<file path="src/rtl/pool_engine.sv">
// Parametrised KxK (K=2/4) max/avg pooling engine with descriptor load over a shared DRAM port.
// Optional average mode is built only when POOL_AVG_EN is defined; otherwise max pooling only.
module pool_engine #(
  parameter int DATA_WIDTH = 32,
  parameter int ADDR_WIDTH = 18,
  parameter int DIM_WIDTH  = 5,
  parameter int PARAM_BASE = 0,
  parameter int OFMAP_BASE = 65536,
  parameter int IFMAP_BASE = 131072
) (
  input  logic                  clk,
  input  logic                  srstn,
  input  logic                  enable,
  input  logic                  dram_valid,
  input  logic [DATA_WIDTH-1:0] data_in,
  output logic [DATA_WIDTH-1:0] data_out,
  output logic [ADDR_WIDTH-1:0] addr_in,
  output logic [ADDR_WIDTH-1:0] addr_out,
  output logic                  dram_en_rd,
  output logic                  dram_en_wr,
  output logic                  done
);

  localparam logic [2:0] IDLE     = 3'd0;
  localparam logic [2:0] LD_PARAM = 3'd1;
  localparam logic [2:0] CHECK    = 3'd2;
  localparam logic [2:0] POOL     = 3'd3;
  localparam logic [2:0] DONE     = 3'd4;

  localparam int CW = DIM_WIDTH + 3;
`ifdef POOL_AVG_EN
  localparam int ACC_W = DATA_WIDTH + 4;
`else
  localparam int ACC_W = DATA_WIDTH;
`endif

  logic [2:0]             state;
  logic [DIM_WIDTH:0]     width, height, depth, z;
  logic                   k4;
`ifdef POOL_AVG_EN
  logic                   avg_mode;
`endif
  logic [1:0]             pcnt, dx, dy, kmax;
  logic [CW-1:0]          wx, wy, kk;
  logic                   rd_done, rd_acc, first, last;
  logic [DIM_WIDTH-1:0]   xx, yy, ox, oy;
  logic signed [ACC_W-1:0] acc, pix, comb;
  logic [DATA_WIDTH-1:0]  result;

  always_comb begin
    kk         = k4 ? CW'(4) : CW'(2);
    kmax       = k4 ? 2'd3 : 2'd1;
    dram_en_rd = (state == LD_PARAM) || ((state == POOL) && !rd_done);
    rd_acc     = dram_en_rd && dram_valid;
    done       = (state == DONE);
    xx         = DIM_WIDTH'(wx + CW'(dx));
    yy         = DIM_WIDTH'(wy + CW'(dy));
    ox         = DIM_WIDTH'(k4 ? (wx >> 2) : (wx >> 1));
    oy         = DIM_WIDTH'(k4 ? (wy >> 2) : (wy >> 1));
    addr_in    = '0;
    if (state == LD_PARAM)
      addr_in = ADDR_WIDTH'(PARAM_BASE) + ADDR_WIDTH'(pcnt);
    else if (state == POOL)
      addr_in = ADDR_WIDTH'(IFMAP_BASE) + ADDR_WIDTH'({z[DIM_WIDTH-1:0], yy, xx});
    first = (dx == 2'd0) && (dy == 2'd0);
    last  = (dx == kmax) && (dy == kmax);
    pix   = $signed(data_in);
    // comb is the window value including the pixel accepted this cycle, so the
    // result can be registered without waiting for acc to update.
    if (first)
      comb = pix;
`ifdef POOL_AVG_EN
    else if (avg_mode)
      comb = acc + pix;
`endif
    else
      comb = (pix > acc) ? pix : acc;
`ifdef POOL_AVG_EN
    if (avg_mode)
      result = DATA_WIDTH'(k4 ? (comb >>> 4) : (comb >>> 2));
    else
      result = DATA_WIDTH'(comb);
`else
    result = DATA_WIDTH'(comb);
`endif
  end

  always_ff @(posedge clk) begin
    if (!srstn) begin
      state      <= IDLE;
      data_out   <= '0;
      addr_out   <= '0;
      dram_en_wr <= 1'b0;
      width      <= '0;
      height     <= '0;
      depth      <= '0;
      k4         <= 1'b0;
`ifdef POOL_AVG_EN
      avg_mode   <= 1'b0;
`endif
      pcnt       <= '0;
      dx         <= '0;
      dy         <= '0;
      wx         <= '0;
      wy         <= '0;
      z          <= '0;
      rd_done    <= 1'b0;
      acc        <= '0;
    end else begin
      dram_en_wr <= 1'b0;
      case (state)
        IDLE: if (enable) begin
          state   <= LD_PARAM;
          pcnt    <= '0;
          dx      <= '0;
          dy      <= '0;
          wx      <= '0;
          wy      <= '0;
          z       <= '0;
          rd_done <= 1'b0;
        end
        LD_PARAM: if (rd_acc) begin
          case (pcnt)
            2'd0: width  <= data_in[DIM_WIDTH:0];
            2'd1: height <= data_in[DIM_WIDTH:0];
            2'd2: depth  <= data_in[DIM_WIDTH:0];
            default: begin
              k4 <= data_in[1];
`ifdef POOL_AVG_EN
              avg_mode <= data_in[0];
`endif
            end
          endcase
          pcnt <= pcnt + 2'd1;
          if (pcnt == 2'd3) state <= CHECK;
        end
        CHECK: begin
          if ((CW'(width) < kk) || (CW'(height) < kk) || (depth == '0))
            state <= DONE;
          else
            state <= POOL;
        end
        POOL: begin
          // rd_done rises with the final write; it is visible one cycle later.
          if (rd_done) begin
            state <= DONE;
          end else if (rd_acc) begin
            acc <= comb;
            if (last) begin
              data_out   <= result;
              addr_out   <= ADDR_WIDTH'(OFMAP_BASE) + ADDR_WIDTH'({z[DIM_WIDTH-1:0], oy, ox});
              dram_en_wr <= 1'b1;
            end
            if (dx != kmax) begin
              dx <= dx + 2'd1;
            end else begin
              dx <= '0;
              if (dy != kmax) begin
                dy <= dy + 2'd1;
              end else begin
                dy <= '0;
                if (wx + kk + kk <= CW'(width)) begin
                  wx <= wx + kk;
                end else begin
                  wx <= '0;
                  if (wy + kk + kk <= CW'(height)) begin
                    wy <= wy + kk;
                  end else begin
                    wy <= '0;
                    if (z + 1'b1 == depth) rd_done <= 1'b1;
                    else z <= z + 1'b1;
                  end
                end
              end
            end
          end
        end
        DONE:    state <= IDLE;
        default: state <= IDLE;
      endcase
    end
  end

endmodule

</file>
<file path="config.mk">
export PLATFORM = sky130hd
export DESIGN_NAME = pool_engine
export DESIGN_NICKNAME = d
export VERILOG_FILES = /design/src/rtl/pool_engine.sv
export SDC_FILE = /design/constraint.sdc
export NUM_CORES = 1
export LEC_CHECK = 0
export CORE_UTILIZATION = 60
export CTS_CLUSTER_SIZE = 10
export DETAILED_ROUTE_END_ITERATION = 8
export GPL_TIMING_DRIVEN = 0
export PLACE_DENSITY = 0.86
export SETUP_SLACK_MARGIN = 0.05
export SYNTH_ARGS = -nofsm -noshare
export SYNTH_HDL_FRONTEND = slang
export SYNTH_SLANG_ARGS = --single-unit
</file>
<file path="constraint.sdc">
create_clock -name clk -period 10.4 [get_ports clk]
set_input_delay 2.08 -clock clk [delete_from_list [all_inputs] [get_ports clk]]
set_output_delay 2.08 -clock clk [all_outputs]
set_load 0.005 [all_outputs]
</file>
Word level (Yosys, flattened, before mapping)

Cells that the tools add are included.

$add $sub $neg: 12
Multipliers: 0
Div/mod/pow operators: 0
Magnitude comparators: 5
Eq/ne operators: 23
Shifts and indexed selects: 0
Muxes and demuxes: 59
Bitwise gates (word level): 5
Reduce and logical (&&, ||, !) cells: 31

Operator list:

| cell                     | number |
|---|---|
| $mux W8                  | 12 |
| $mux W32                 | 2 |
| $mux W6                  | 8 |
| $mux W18                 | 2 |
| $add A8 B3 Y8            | 4 |
| $gt A32 B32 Y1           | 1 |
| $pmux W8 S2              | 2 |
| $mux W2                  | 10 |
| $ne A2 B2 Y1 const B     | 10 |
| $add A17 B15 Y18 const A | 1 |
| $add A18 B15 Y18 const A | 1 |
| $mux W3                  | 6 |
| $reduce_and A3 Y1        | 6 |
| $le A8 B6 Y1             | 2 |
| $lt A6 B3 Y1             | 2 |
| $pmux W2 S2              | 3 |
| $pmux W3 S4              | 1 |
| $pmux W6 S2              | 1 |
| $reduce_and A4 Y1        | 3 |
| $add A5 B2 Y5            | 2 |
| $mux W5                  | 2 |
| $mux W1                  | 9 |
| $reduce_and A9 Y1        | 1 |
| $reduce_and A7 Y1        | 1 |
| other kinds (25)         | 43 |

Register bits: 134
Latch bits: 0
Bits in writable memories: 0
Bits in read-only memories: 0
Input port bits: 36
Word-level logic and storage cells: 151
Memories kept: 0

Logic depth before layout (Yosys ltp)

Depth in word-level cells: 11
Depth in mapped cells: 18
Gate-level depth less buffers: 17

Worst setup path before layout

OpenSTA, ideal clock, no wires.

Kind: input port to flip-flop
Start: in data_in[21]
End: reg acc[0]
Arrival time: 4.222 ns
Setup slack: 6.059 ns
Cell stages on the path: 12
Cell sequence: ha_1 > a211oi_2 > o211ai_1 > o221ai_1 > o2111ai_1 > or3_1 > a32o_1 > buf_6 > nor2b_4 > buf_6 > buf_6 > mux2i_1

Cells in the longest elaborated chain, start to end: 3

RTL lines:

| what                   | line | source |
|---|---|---|
| start: declaration     | 15   | `input logic [DATA_WIDTH-1:0] data_in,` |
| $gt A32 B32 Y1         | 77   | `comb = (pix > acc) ? pix : acc;` |
| $mux W32               | 77   |  |
| $mux W32               | 70   | `if (first)` |
| end signal: assignment | 148  | `acc <= comb;` |
| end: declaration       | 47   | `logic signed [ACC_W-1:0] acc, pix, comb;` |

No other way between the ends.
A chain may end at the register's enable or synchronous reset.

Worst setup path in the final report

Start: reg k4
End: reg wy[4]

Cells in the longest elaborated chain, start to end: 11

RTL lines:

| what                     | line     | source |
|---|---|---|
| start: declaration       | 39       | `logic k4;` |
| start signal: assignment | 128      | `k4 <= data_in[1];` |
| $mux W3                  | 51       | `kk = k4 ? CW'(4) : CW'(2);` |
| $add A8 B3 Y8            | 166, 167 |  |
| $add A8 B3 Y8            | 166      | `if (wy + kk + kk <= CW'(height)) begin` |
| $le A8 B6 Y1             | 166      |  |
| $mux W8                  | 166      |  |
| $mux W8                  | 162      | `if (wx + kk + kk <= CW'(width)) begin` |
| $mux W8                  | 158      | `if (dy != kmax) begin` |
| $mux W8                  | 154      | `if (dx != kmax) begin` |
| $mux W8                  | 147      | `end else if (rd_acc) begin` |
| $mux W8                  | 145      | `if (rd_done) begin` |
| $pmux W8 S2              | 111      | `case (state)` |
| end signal: assignment   | 167      | `wy <= wy + kk;` |
| end: declaration         | 44       | `logic [CW-1:0] wx, wy, kk;` |

Several ways; a longest one is shown, not always the timed one. The select of a mux whose other input is x is not followed.

==> impl_metrics.env <==
export IMPL_grt_max_degree=17
export IMPL_cts_resized=0
export IMPL_max_slew_margin_rel_pct=53.2
export IMPL_arrival_ns=5.57
export IMPL_status="completed"
export IMPL_drtAntennaViolNets=0
export IMPL_timing_final_crit_share_pct=50.3
export IMPL_drc=0
export IMPL_layout_commonest_cell="nand2_1"
export IMPL_min_delay_start="height[0]"
export IMPL_overflow=0
export IMPL_setup_tns_ns=0
export IMPL_drt_met1_wl_um=8810
export IMPL_grt_pass1_wl_um=34500
export IMPL_slew_viol_final=0
export IMPL_drive_gt1_share_pct=5.70
export IMPL_netlist_area_mm2=0.00774
export IMPL_reg2reg_slack_ns=5.17
export IMPL_utilization_pct=76.3
export IMPL_peakVddDrop_v=0.0000993
export IMPL_top_layer_used="met4"
export IMPL_htree_levels=4
export IMPL_drv_cap=0
export IMPL_clock_sinks=130
export IMPL_coreArea_mm2=0.0126
export IMPL_regToRegStartpoint="k4"
export IMPL_root_buffer="clkbuf_16"
export IMPL_cts_buffer_depth=2
export IMPL_synth_edf_count=0
export IMPL_routed_via_density=5.89
export IMPL_clock_latency_ns=0.43
export IMPL_critPathCaptureType="flop"
export IMPL_die_x_um=116
export IMPL_cts_hold_buf=0
export IMPL_hpwl_um=15400
export IMPL_power_internal_mw=1.02
export IMPL_final_cell_mix="nand2_1, dfxtp_1, clkdlybuf4s50_1, a21oi_1, mux2i_1"
export IMPL_syn_area_per_cell_um2=8.13
export IMPL_hold_path_depth=2
export IMPL_vias=7418
export IMPL_whs_ns=0.457
export IMPL_cts_tree="done"
export IMPL_wl_um=21700
export IMPL_synth_seq_cells=130
export IMPL_sequentialPowerShare_pct=37.0
export IMPL_hold_viol=0
export IMPL_synth_seq_area_share_pct=33.6
export IMPL_cts_inserted_buffers=17
export IMPL_powerDensity_mw_per_mm2=147
export IMPL_postCtsSetupRepairBufs=0
export IMPL_core_rowCount=41
export IMPL_min_to="height[0]"
export IMPL_worst_r2r_endpoint="wy[4]"
export IMPL_cts_clk_slew_worst_paths_ns=0.06
export IMPL_syn_inst=952
export IMPL_area_growth_pct=24.3
export IMPL_tightest_slew_ns=0.702
export IMPL_dieArea_mm2=0.0134
export IMPL_antenna_found_initial=0
export IMPL_dr_wl_met2_um=10400
export IMPL_first_pass_iters=8
export IMPL_wl_met3_um=1690
export IMPL_drt_iter0_markers=644
export IMPL_gp_congestion=0.970
export IMPL_ios=107
export IMPL_grt_use_total_pct=33.6
export IMPL_switching_share_pct=27.7
export IMPL_die_h_um=116
export IMPL_critPathMaxFanout=11
export IMPL_routedWlPerCell_um=17.2
export IMPL_synth_flop_cell="dfxtp_1"
export IMPL_required_ns=10.74
export IMPL_worstSetupStartpointType="flop"
export IMPL_hold_path_class="reg2reg"
export IMPL_p_clk_share_pct=46.0
export IMPL_antenna_cells=0
export IMPL_synth_distinct_cells=66
export IMPL_worst_r2r_path_depth=17
export IMPL_clock_skew_final_ns=0.00641
export IMPL_rsz0062_at_grt="false"
export IMPL_yosysWarnings=0
export IMPL_switchingPower_mw=0.391
export IMPL_critPathKind="reg2reg"
export IMPL_setup_viol=0
export IMPL_io_buffer_count=101
export IMPL_start_util_pct=61.3
export IMPL_final_nets=1177
export IMPL_fin_crit_ns=5.23
export IMPL_async_flop_share_pct=0
export IMPL_grt_pass1_vias=7083
export IMPL_p_comb_share_pct=17.0
export IMPL_p_leak_nw=3.70
export IMPL_max_freq_ghz=0.191
==> synth_stat cells (all sizes together) (4+ instances only) <==
master / number / area (µm²)
clkbuf: 36 / 136
nand3: 39 / 195
fa: 4 / 80.1
a21oi: 100 / 500
a21boi: 5 / 37.5
xnor2: 15 / 131
a21o: 4 / 30.0
or3: 5 / 31.3
nand3b: 5 / 37.5
o211ai: 6 / 45.0
nand4: 10 / 62.6
nor4: 6 / 37.5
o21ai: 56 / 280
buf: 25 / 164
nor3: 8 / 45.0
nor2b: 6 / 45.0
a31oi: 5 / 31.3
nor2: 56 / 213
a211oi: 13 / 103
mux2i: 80 / 801
and2: 4 / 25.0
and3: 8 / 50.1
xor2: 15 / 131
or4: 4 / 30.0
nand2: 136 / 510
ha: 62 / 776
o22ai: 6 / 37.5
inv: 60 / 225
nand2b: 7 / 43.8
dfxtp: 130 / 2600
==> stage by stage <==
stage / power [mW] / setup slack (ns) / cells / instance area (µm²)
final: 1.41 / 5.17 / 1260 / 9620
after floorplan: 0.691 / 6.06 / 955 / 7750
after detailed placement: 0.764 / 5.21 / 1228 / 8980
after global routing: 1.46 / 4.89 / 1260 / 9620
after global placement: 0.759 / 5.24 / 1228 / 8980
after CTS: 1.41 / 5.18 / 1260 / 9620
==> power by group through the flow <==
stage / Sequential (mW) / Clock (mW) / Combinational, mW
3_3_place_gp: 0.532 / 0 / 0.227
2_1_floorplan: 0.529 / 0 / 0.162
5_1_grt: 0.523 / 0.673 / 0.262
6_report: 0.523 / 0.651 / 0.241
3_5_place_dp: 0.533 / 0 / 0.231
4_1_cts: 0.522 / 0.652 / 0.236
==> cell type report <==
cell class              count  area, µm²
well taps                 172        215
flip-flops and latches    130       2600
inverters                  61        229
clock inverters            12        180
plain buffers              61        300
fillers                   926       3000
multi-input cells         703       4620
repair buffers            101       1010
clock buffers              20        467
==> worst max path at each step <==
stage          slack (ns)  cells past startpoint   startpoint           end
3_5_place_dp         5.21                     12  data_in[21]  data_out[30]
6_report             5.17                     17           k4         wy[4]
2_1_floorplan        6.06                     12  data_in[21]        acc[0]
3_3_place_gp         5.24                     12   data_in[5]  data_out[30]
4_1_cts              5.18                     17           k4         wy[4]
5_1_grt              4.89                     17           k4         wy[6]
==> logic make-up (layout without fill, tap and decap cells) <==
family | after synthesis | count (layout) | synth area share (%)
and+or+nand+nor | 304 | 304 | 18.2
AOI/OAI and AO/OA | 219 | 219 | 16.4
DFF | 130 | 130 | 33.6
buffers and inverters | 122 | 255 | 6.84
muxes | 80 | 80 | 10.3
adders and majority gates | 66 | 66 | 11.1
xor gates and xnor gates | 30 | 30 | 3.40
other | 1 | 4 | 0.0485
==> worst max-delay path, cell delays in order (launching register included) <==
cell	delay, ns
dfxtp_1	0.70
inv_1	0.43
ha_1	0.34
fa_1	0.50
fa_1	0.53
nand2_1	0.10
nand2_1	0.05
a22o_1	0.18
a32oi_1	0.18
xnor2_1	0.19
ha_1	0.30
a21oi_1	0.13
o21a_1	0.14
o22ai_1	0.08
or2_2	0.33
nor2_1	0.48
nand2_1	0.21
o32ai_1	0.28
==> per-layer routing <==
layer / global-route usage (%) / vias to the layer above
met3: 7.27 / 77
met5: 0 / -
met4: 17.0 / 0
li1: - / 3556
met1: 40.2 / 3426
met2: 57.0 / 359
==> sequential cells by signal (all words and copies together), names as in the netlist, 6 cells and up <==
| register | count |
|---|---|
| acc | 32 |
| addr_out | 16 |
| data_out | 32 |
| depth | 6 |
| height | 6 |
| width | 6 |
| wx | 7 |
| wy | 7 |
| z | 6 |
Power figures use the tool's default switching activity.
